--- config.mk ---
export PLATFORM = sky130hd
export DESIGN_NAME = wrapper_ahb_packet_initiator
export DESIGN_NICKNAME = d
export VERILOG_FILES = /design/src/rtl/wrapper_ahb_packet_initiator.sv
export SDC_FILE = /design/constraint.sdc
export NUM_CORES = 1
export LEC_CHECK = 0
export CORE_AREA = 8 8 275 211
export CTS_CLUSTER_SIZE = 8
export DETAILED_ROUTE_END_ITERATION = 6
export DIE_AREA = 0 0 283 219
export PLACE_DENSITY = 0.91
export SKIP_CTS_REPAIR_TIMING = 1
export SLEW_MARGIN = 5
export SYNTH_ARGS = -nofsm -noshare
export SYNTH_HDL_FRONTEND = slang
export SYNTH_SLANG_ARGS = --single-unit
--- constraint.sdc ---
create_clock -name HCLK -period 2.1 [get_ports HCLK]
set_input_delay 0.21 -clock HCLK [delete_from_list [all_inputs] [get_ports HCLK]]
set_output_delay 0.21 -clock HCLK [all_outputs]
set_load 0.03 [all_outputs]
--- src/rtl/wrapper_ahb_packet_initiator.sv ---
// wrapper_ahb_packet_initiator
//
// AHB-Lite write initiator for the packet-constructor input window of an
// accelerator wrapper. A wide packet accepted on the valid/ready stream is
// written one 32-bit word per transfer, most-significant word first. Packet
// boundaries are encoded in the address: non-last packets rotate through
// slots 0..S-2, and a last packet always lands in slot S-1.
//
// Optional feature macro: WRAPPER_AHB_INIT_INCR_BURST_EN
//   defined   -> HBURSTM = INCR, first word NONSEQ, remaining words SEQ
//   undefined -> HBURSTM = SINGLE, every word NONSEQ
//
// Ports
//   HCLK, HRESETn         clock, asynchronous active-low reset
//   HADDRM .. HWDATAM     AHB-Lite manager outputs (all registered)
//   HREADYM, HRESPM       AHB-Lite manager inputs
//   data_req              target can take a packet (sampled only when idle)
//   packet_data*          packet stream in (payload, last flag, valid/ready)
//   xfer_error            one-cycle pulse when a packet is dropped on error
module wrapper_ahb_packet_initiator #(
  parameter int          ADDRWIDTH   = 11,
  parameter int          PACKETWIDTH = 512,
  parameter logic [31:0] BASEADDR    = 32'h0000_0000
) (
  input  logic                   HCLK,
  input  logic                   HRESETn,
  output logic [31:0]            HADDRM,
  output logic [1:0]             HTRANSM,
  output logic [2:0]             HSIZEM,
  output logic [2:0]             HBURSTM,
  output logic                   HWRITEM,
  output logic [3:0]             HPROTM,
  output logic [31:0]            HWDATAM,
  input  logic                   HREADYM,
  input  logic                   HRESPM,
  input  logic                   data_req,
  input  logic [PACKETWIDTH-1:0] packet_data,
  input  logic                   packet_data_last,
  input  logic                   packet_data_valid,
  output logic                   packet_data_ready,
  output logic                   xfer_error
);

  localparam int W    = PACKETWIDTH / 32;
  localparam int PB   = PACKETWIDTH / 8;
  localparam int S    = (2 ** ADDRWIDTH) / PB;
  localparam int KW   = (W > 1) ? $clog2(W) : 1;
  localparam int SW   = $clog2(S);
  localparam int PBSH = $clog2(PB);

  localparam logic [KW-1:0] K_LAST    = KW'(W - 1);
  localparam logic [SW-1:0] SLOT_LAST = SW'(S - 1);
  localparam logic [SW-1:0] SLOT_WRAP = SW'(S - 2);

  localparam logic [1:0] TR_IDLE   = 2'b00;
  localparam logic [1:0] TR_NONSEQ = 2'b10;
`ifdef WRAPPER_AHB_INIT_INCR_BURST_EN
  localparam logic [1:0] TR_NEXT   = 2'b11;
  localparam logic [2:0] BURST     = 3'b001;
`else
  localparam logic [1:0] TR_NEXT   = 2'b10;
  localparam logic [2:0] BURST     = 3'b000;
`endif

  typedef enum logic [1:0] {ST_IDLE, ST_ADDR, ST_DATA, ST_ERR} state_t;

  state_t                 state_r;
  logic [PACKETWIDTH-1:0] pkt_r;
  logic [KW-1:0]          k_r;
  logic [SW-1:0]          sp_r;
  logic [SW-1:0]          slot_r;
  logic                   last_r;

  // Byte address of word k inside a given packet slot.
  function automatic logic [31:0] word_addr(input logic [SW-1:0] slot,
                                            input logic [KW-1:0] k);
    return BASEADDR + (32'(slot) << PBSH) + (32'(k) << 2);
  endfunction

  assign HSIZEM = 3'b010;
  assign HPROTM = 4'b0011;

  // Transfer sequencer: handshake, address/data pipeline, error recovery.
  always_ff @(posedge HCLK or negedge HRESETn) begin
    if (!HRESETn) begin
      state_r           <= ST_IDLE;
      HADDRM            <= BASEADDR;
      HTRANSM           <= TR_IDLE;
      HBURSTM           <= 3'b000;
      HWRITEM           <= 1'b0;
      HWDATAM           <= 32'h0000_0000;
      packet_data_ready <= 1'b0;
      xfer_error        <= 1'b0;
      pkt_r             <= {PACKETWIDTH{1'b0}};
      k_r               <= {KW{1'b0}};
      sp_r              <= {SW{1'b0}};
      slot_r            <= {SW{1'b0}};
      last_r            <= 1'b0;
    end else begin
      xfer_error <= 1'b0;
      case (state_r)
        ST_IDLE: begin
          if (packet_data_valid && packet_data_ready) begin
            pkt_r             <= packet_data;
            last_r            <= packet_data_last;
            slot_r            <= packet_data_last ? SLOT_LAST : sp_r;
            k_r               <= {KW{1'b0}};
            HADDRM            <= word_addr(packet_data_last ? SLOT_LAST : sp_r, {KW{1'b0}});
            HTRANSM           <= TR_NONSEQ;
            HWRITEM           <= 1'b1;
            HBURSTM           <= BURST;
            packet_data_ready <= 1'b0;
            state_r           <= ST_ADDR;
          end else begin
            packet_data_ready <= data_req;
          end
        end
        ST_ADDR: begin
          if (HRESPM && !HREADYM) begin
            // First error cycle: cancel the pending address phase.
            HTRANSM <= TR_IDLE;
            HWRITEM <= 1'b0;
            state_r <= ST_ERR;
          end else if (HREADYM) begin
            // Word k accepted: its data phase starts, MS word shifts out first.
            HWDATAM <= pkt_r[PACKETWIDTH-1 -: 32];
            pkt_r   <= pkt_r << 32;
            if (k_r == K_LAST) begin
              HTRANSM <= TR_IDLE;
              HWRITEM <= 1'b0;
              state_r <= ST_DATA;
            end else begin
              k_r     <= k_r + KW'(1);
              HADDRM  <= word_addr(slot_r, k_r + KW'(1));
              HTRANSM <= TR_NEXT;
            end
          end else begin
            state_r <= ST_ADDR;
          end
        end
        ST_DATA: begin
          if (HRESPM && !HREADYM) begin
            state_r <= ST_ERR;
          end else if (HREADYM) begin
            // Packet complete: only now does the slot pointer move.
            if (last_r) begin
              sp_r <= {SW{1'b0}};
            end else if (sp_r == SLOT_WRAP) begin
              sp_r <= {SW{1'b0}};
            end else begin
              sp_r <= sp_r + SW'(1);
            end
            packet_data_ready <= data_req;
            state_r           <= ST_IDLE;
          end else begin
            state_r <= ST_DATA;
          end
        end
        ST_ERR: begin
          if (HREADYM) begin
            xfer_error        <= 1'b1;
            packet_data_ready <= data_req;
            state_r           <= ST_IDLE;
          end else begin
            state_r <= ST_ERR;
          end
        end
        default: begin
          HTRANSM <= TR_IDLE;
          HWRITEM <= 1'b0;
          state_r <= ST_IDLE;
        end
      endcase
    end
  end

endmodule
# Word-level counts from Yosys, hierarchy flattened

Index checks and enable logic that the tools add are counted.

Register bits after elaboration: 598
Output and inout bits: 79
Word-level logic and storage cells: 85

Add/sub/neg operators: 3
Eq/ne operators: 13
Muxes and demuxes: 41
Bitwise operators: 1
Reduce and logical (&&, ||, !) cells: 15

Operator list:

| cell                | count |
|---|---|
| $mux 512            | 3 |
| $pmux 512 s2        | 1 |
| $mux 32             | 4 |
| $pmux 32 s2         | 1 |
| $mux 2              | 11 |
| $mux 4              | 4 |
| $mux 5              | 3 |
| $add 11x6->12       | 1 |
| $ne 2x2->1 const B  | 5 |
| $mux 1              | 9 |
| $reduce_and 3->1    | 3 |
| $pmux 2 s4          | 1 |
| $pmux 4 s2          | 1 |
| $reduce_and 4->1    | 2 |
| $ne 3x3->1 const B  | 2 |
| $reduce_and 2->1    | 3 |
| $add 5x1->5 const B | 1 |
| $eq 5x5->1 const B  | 1 |
| $reduce_and 5->1    | 1 |
| $add 4x1->4 const B | 1 |
| $eq 2x2->1 const B  | 2 |
| $eq 4x4->1 const B  | 1 |
| $ne 4x4->1 const B  | 1 |
| $pmux 2 s2          | 1 |
| 9 further kinds     | 10 |

# Depth between registers and ports, before layout

Word-level depth: 6
Gate-level depth with buffers: 7
Mapped depth without buffers: 5

# Worst setup path before layout

No wires, ideal clock.

Path type: reg-to-reg
Start: register k_r[1]
End: register HTRANSM[1]
Library setup time: 126 ps
Arrival time: 1565 ps
Required time: 1974 ps
Path slack: 409 ps
Stages on the path, launching flop included: 6
Buffers on the path: 1
Clock period less this slack: 1691 ps
Cells stage by stage: dfrtp_1 > ha_1 > and3_1 > clkbuf_1 > a211oi_1 > a221o_1

Word-level cells in the longest chain between the ends: 5

Ends and longest elaborated chain:

| element                | RTL line | text |
|---|---|---|
| from (decl)            | 69       | `logic [KW-1:0] k_r;` |
| from (signal assigned) | 95       | `k_r <= {KW{1'b0}};` |
| from (signal assigned) | 107      | `k_r <= {KW{1'b0}};` |
| from (signal assigned) | 133      | `k_r <= k_r + KW'(1);` |
| $eq 4x4->1             | 128      | `if (k_r == K_LAST) begin` |
| $mux 2                 | 128      |  |
| $mux 2                 | 124      | `end else if (HREADYM) begin` |
| $mux 2                 | 119      | `if (HRESPM && !HREADYM) begin` |
| $pmux 2 s2             | 101      | `case (state_r)` |
| to (signal assigned)   | 121      | `HTRANSM <= TR_IDLE;` |
| to (signal assigned)   | 129      | `HTRANSM <= TR_IDLE;` |
| to (signal assigned)   | 135      | `HTRANSM <= TR_NEXT;` |
| to (decl)              | 28       | `output logic [1:0] HTRANSM,` |

No other way between the ends. The select of a mux whose other input is x is not followed.
A chain may end at the register's enable or synchronous reset.

# Worst setup path in the final report

Start: register packet_data_ready
End: output packet_data_ready

RTL lines:

| element                | RTL line | text |
|---|---|---|
| from (decl)            | 40       | `output logic packet_data_ready,` |
| from (signal assigned) | 115      | `packet_data_ready <= data_req;` |
| from (signal assigned) | 153      | `packet_data_ready <= data_req;` |
| from (signal assigned) | 162      | `packet_data_ready <= data_req;` |

No word-level cell between the ends.

==> results by group <==
Power
  • Overall Power: between 40000 and 50000 µW
  • Switching share of power: a little under two fifths
  • NetSw: between 15000 and 20000 µW
  • Peak supply drop: roughly 0.94 mV
  • Leakage power: 0.01668 µW
  • Seq pwr share: between 40% and 50%
  • Logic pwr share: 34.2%
  • Clock power share: 24.7%
  • Power per Cell Area: ~1300 nW/µm²
  • Int Pwr: about 30000 µW

Synthesis
  • Xor and xnor area share after synthesis: 0%
  • Synth Area in Adders: less than 1%
  • Syn avg cell area: ~11 µm²
  • Cell count after synthesis: 2514
  • Fraction of registers with async set/reset: 100.0%
  • Seq/Total Area, Yosys: around 53%
  • YS warnings: 0
  • Synthesized area: between 20000 and 30000 µm²
  • Yosys reg bits: 570
  • Mux share of post-synthesis cell area: between 10% and 20%
  • Yosys cell types: 46
  • Share of the synthesized area in the top cell type: 52.82%
  • Post-synthesis compound-gate area fraction: 10.99%
  • Area contributors post-synth: dfrtp_1 (53%), mux2i_1 (18%), nand3_1 (9.1%), o21ai_1 (8.2%), buf_6 (2.3%)
  • Most frequent cell after synthesis: dfrtp_1
  • Largest family of logic cells by synthesized area: multiplexers
  • Most common library cells after synthesis: dfrtp_1 (570), nand3_1 (490), mux2i_1 (482)
  • Cell type with the largest total area after synthesis: dfrtp_1
  • Post-synth EDFFs: 0
  • Top_reg_cell synth: dfrtp_1
  • Synth Area in Simple Gates: 11.51%

STA
  • Layout Skew: about 0.018 ns
  • RSZ-0062 raised after global routing: false
  • Slew headroom: between 60% and 70%
  • Final Critical Period: about 2.0 ns
  • Fin. max-slew vios: 0
  • Setup TNS: 0 ns
  • Worst slew pin tran: around 0.54 ns
  • Final Hold Fails: 0
  • F_max: between 400 and 500 MHz
  • Setup-failing EPs final: 0
  • Period utilization: a little over nine tenths

Worst setup path
  • Worst EP arrival: between 1.5 and 2 ns
  • Reg2reg start: state_r[1]
  • Critical Path Slowest Stage Cell: clkdlybuf4s50_1
  • Worst path max stage delay: about 0.7 ns
  • Worst Setup End Kind: primary output
  • Crit. path cell count: 2
  • R2R cell count: 5
  • Max FO, Critical Path: 6
  • CP Buf/Inv Count: 2
  • Crit path launch: packet_data_ready
  • R2R setup slack: 0.06 ns
  • CP endpoint: packet_data_ready
  • Worst setup path class: register to primary output
  • Worst reg2reg path endpoint: pkt_r[437]
  • Critical Path Start Type: register
  • Worst path cell trace: buf_4 -> clkdlybuf4s50_1
  • Crit path max-delay family: buffers and inverters
  • Critical path required time: 1.89 ns

Placed design
  • Routability cong.: about 0.9
  • IO buf count: between 500 and 600
  • Post-DP HPWL: ~67000 µm

Die
  • Row count: 74
  • I/O pin count: 598
  • DIE WIDTH: between 200 and 300 µm
  • Die Span Y: 219 µm
  • CORE AREA: between 50000 and 60000 µm²
  • Total Die Area: about 62000 µm²
  • Initial Utilization: around 50%

Clocking
  • CTS Buffer Depth: 3
  • Clk slew on worst S/H paths: about 0.050 ns
  • CTS root buffer: clkbuf_16
  • TritonCTS clock tree: yes
  • CTS H-tree lvls: 3
  • Clk sink count: 570
  • TritonCTS buffer count: slightly above 80
  • Worst skew pair latency: around 0.62 ns

Outcome
  • Outcome: finished, violations left
  • Failing checks: DRC

Routing
  • Wirelength, routed: 93010 µm
  • Post-DR vias/cell: roughly 6.1
  • Antenna Nets Post-Route: 0
  • First-pass detailed-route iteration total: 7
  • DR WL/cell: ~24 µm
  • Drt initial violations: about 2700
  • Vias after detailed routing: around 23000
  • # DRC: 2

Finish
  • Nets: roughly 3600
  • Synth-to-Final Area Change: 32.56%
  • Fill count: between 3000 and 4000
  • Layout cell share with drive strength beyond 1: approximately 7.6%

GRT
  • Number of global-route vias before repair: ~24000
  • Initial antenna violation count: 21
  • Largest net degree at the start of global routing: 85
  • First-pass GRT wire length: 141000 µm
  • All-Layer GR Usage: between 20% and 30%
  • Grt total ovfl: 0

Job
  • Number of max-cap violations: 0

Hold path
  • Hold Crit Class: primary input to async pin
-- stage by stage --
| step | instances | instance area (µm²) | worst slack, ns | utilization, % | hold slack [ns] |
|---|---|---|---|---|---|
| 3_3_place_gp | 3686 | 33550 | 0.1418 | 62.58 | 0.1315 |
| 5_1_grt | 3794 | 35790 | 0.008404 | 66.76 | 0.08910 |
| 6_report | 3797 | 35800 | 0.05695 | 66.78 | 0.09079 |
| 2_1_floorplan | 2546 | 27130 | 0.4087 | - | -0.08559 |
| 4_1_cts | 3778 | 35740 | 0.01933 | 66.66 | -0.5226 |
| 3_5_place_dp | 3686 | 33550 | 0.06028 | 62.58 | 0.1313 |
-- sequential cells by signal (all words and copies together), names as in the netlist, 2 cells and up --
| register | count |
|---|---|
| HADDRM | 6 |
| HWDATAM | 32 |
| k_r | 3 |
| pkt_r | 512 |
| slot_r | 5 |
| sp_r | 5 |
| state_r | 2 |
-- worst min path at each step --
stage | to | slack (ns) | cells after the start
2_1_floorplan | HADDRM[10] | -0.09 | 0
6_report | pkt_r[507] | 0.09 | 2
4_1_cts | pkt_r[404] | -0.52 | 1
3_3_place_gp | pkt_r[475] | 0.13 | 1
5_1_grt | pkt_r[443] | 0.09 | 2
3_5_place_dp | pkt_r[475] | 0.13 | 1
-- power by group through the flow --
stage	Combinational [µW]	Sequential [µW]	Clock, µW
floorplan	10400	18600	0
global placement	15400	19100	0
detailed placement	16000	19300	0
CTS	16200	19400	11900
global route	17600	19900	12300
finish	16300	19600	11800
-- layout by cell type, fill, tap and decap left out, types with 5 or more instances in the layout --
cell	netlist	final
a21oi_1	6	6
a22o_1	32	32
a2bb2oi_1	5	5
buf_12	0	54
buf_4	56	72
clkbuf_16	0	82
clkdlybuf4s50_1	0	561
conb_1	2	34
dfrtp_1	570	570
diode_2	0	18
mux2i_1	482	481
nand2_1	117	117
nand3_1	490	490
o21ai_0	50	50
o21ai_1	440	440
o32ai_1	5	5
or3b_2	5	5
-- logic make-up (layout without fill, tap and decap cells) --
| kind of cell | after synthesis | count (layout) |
|---|---|---|
| AOI/OAI and AO/OA | 552 | 552 |
| adders and majority gates | 3 | 3 |
| buffers and inverters | 273 | 784 |
| DFF | 570 | 570 |
| muxes | 483 | 483 |
| other | 2 | 52 |
| and+or+nand+nor | 631 | 631 |
-- area by class of cell --
cell class / instances / area (µm²) / area share [%]
Clock inverter: 7 / 127.6 / 0.3565
Timing Repair Buffer: 690 / 7274 / 20.32
Sequential cell: 570 / 14260 / 39.84
Tap cell: 722 / 903.4 / 2.523
Multi-Input combinational cell: 1703 / 11110 / 31.05
Inverter: 2 / 7.507 / 0.02097
Clock buffer: 85 / 2063 / 5.763
Antenna cell: 18 / 45.04 / 0.1258
-- routing by layer --
metal  wire length [µm]  track usage [%]  share of wire [%]
met5                 69                0              0.074
met4               3463            12.48                3.7
met3               8778            7.845                9.4
met2              44020            45.23                 47
met1              36680            37.80                 39
Power figures use the tool's default switching activity.
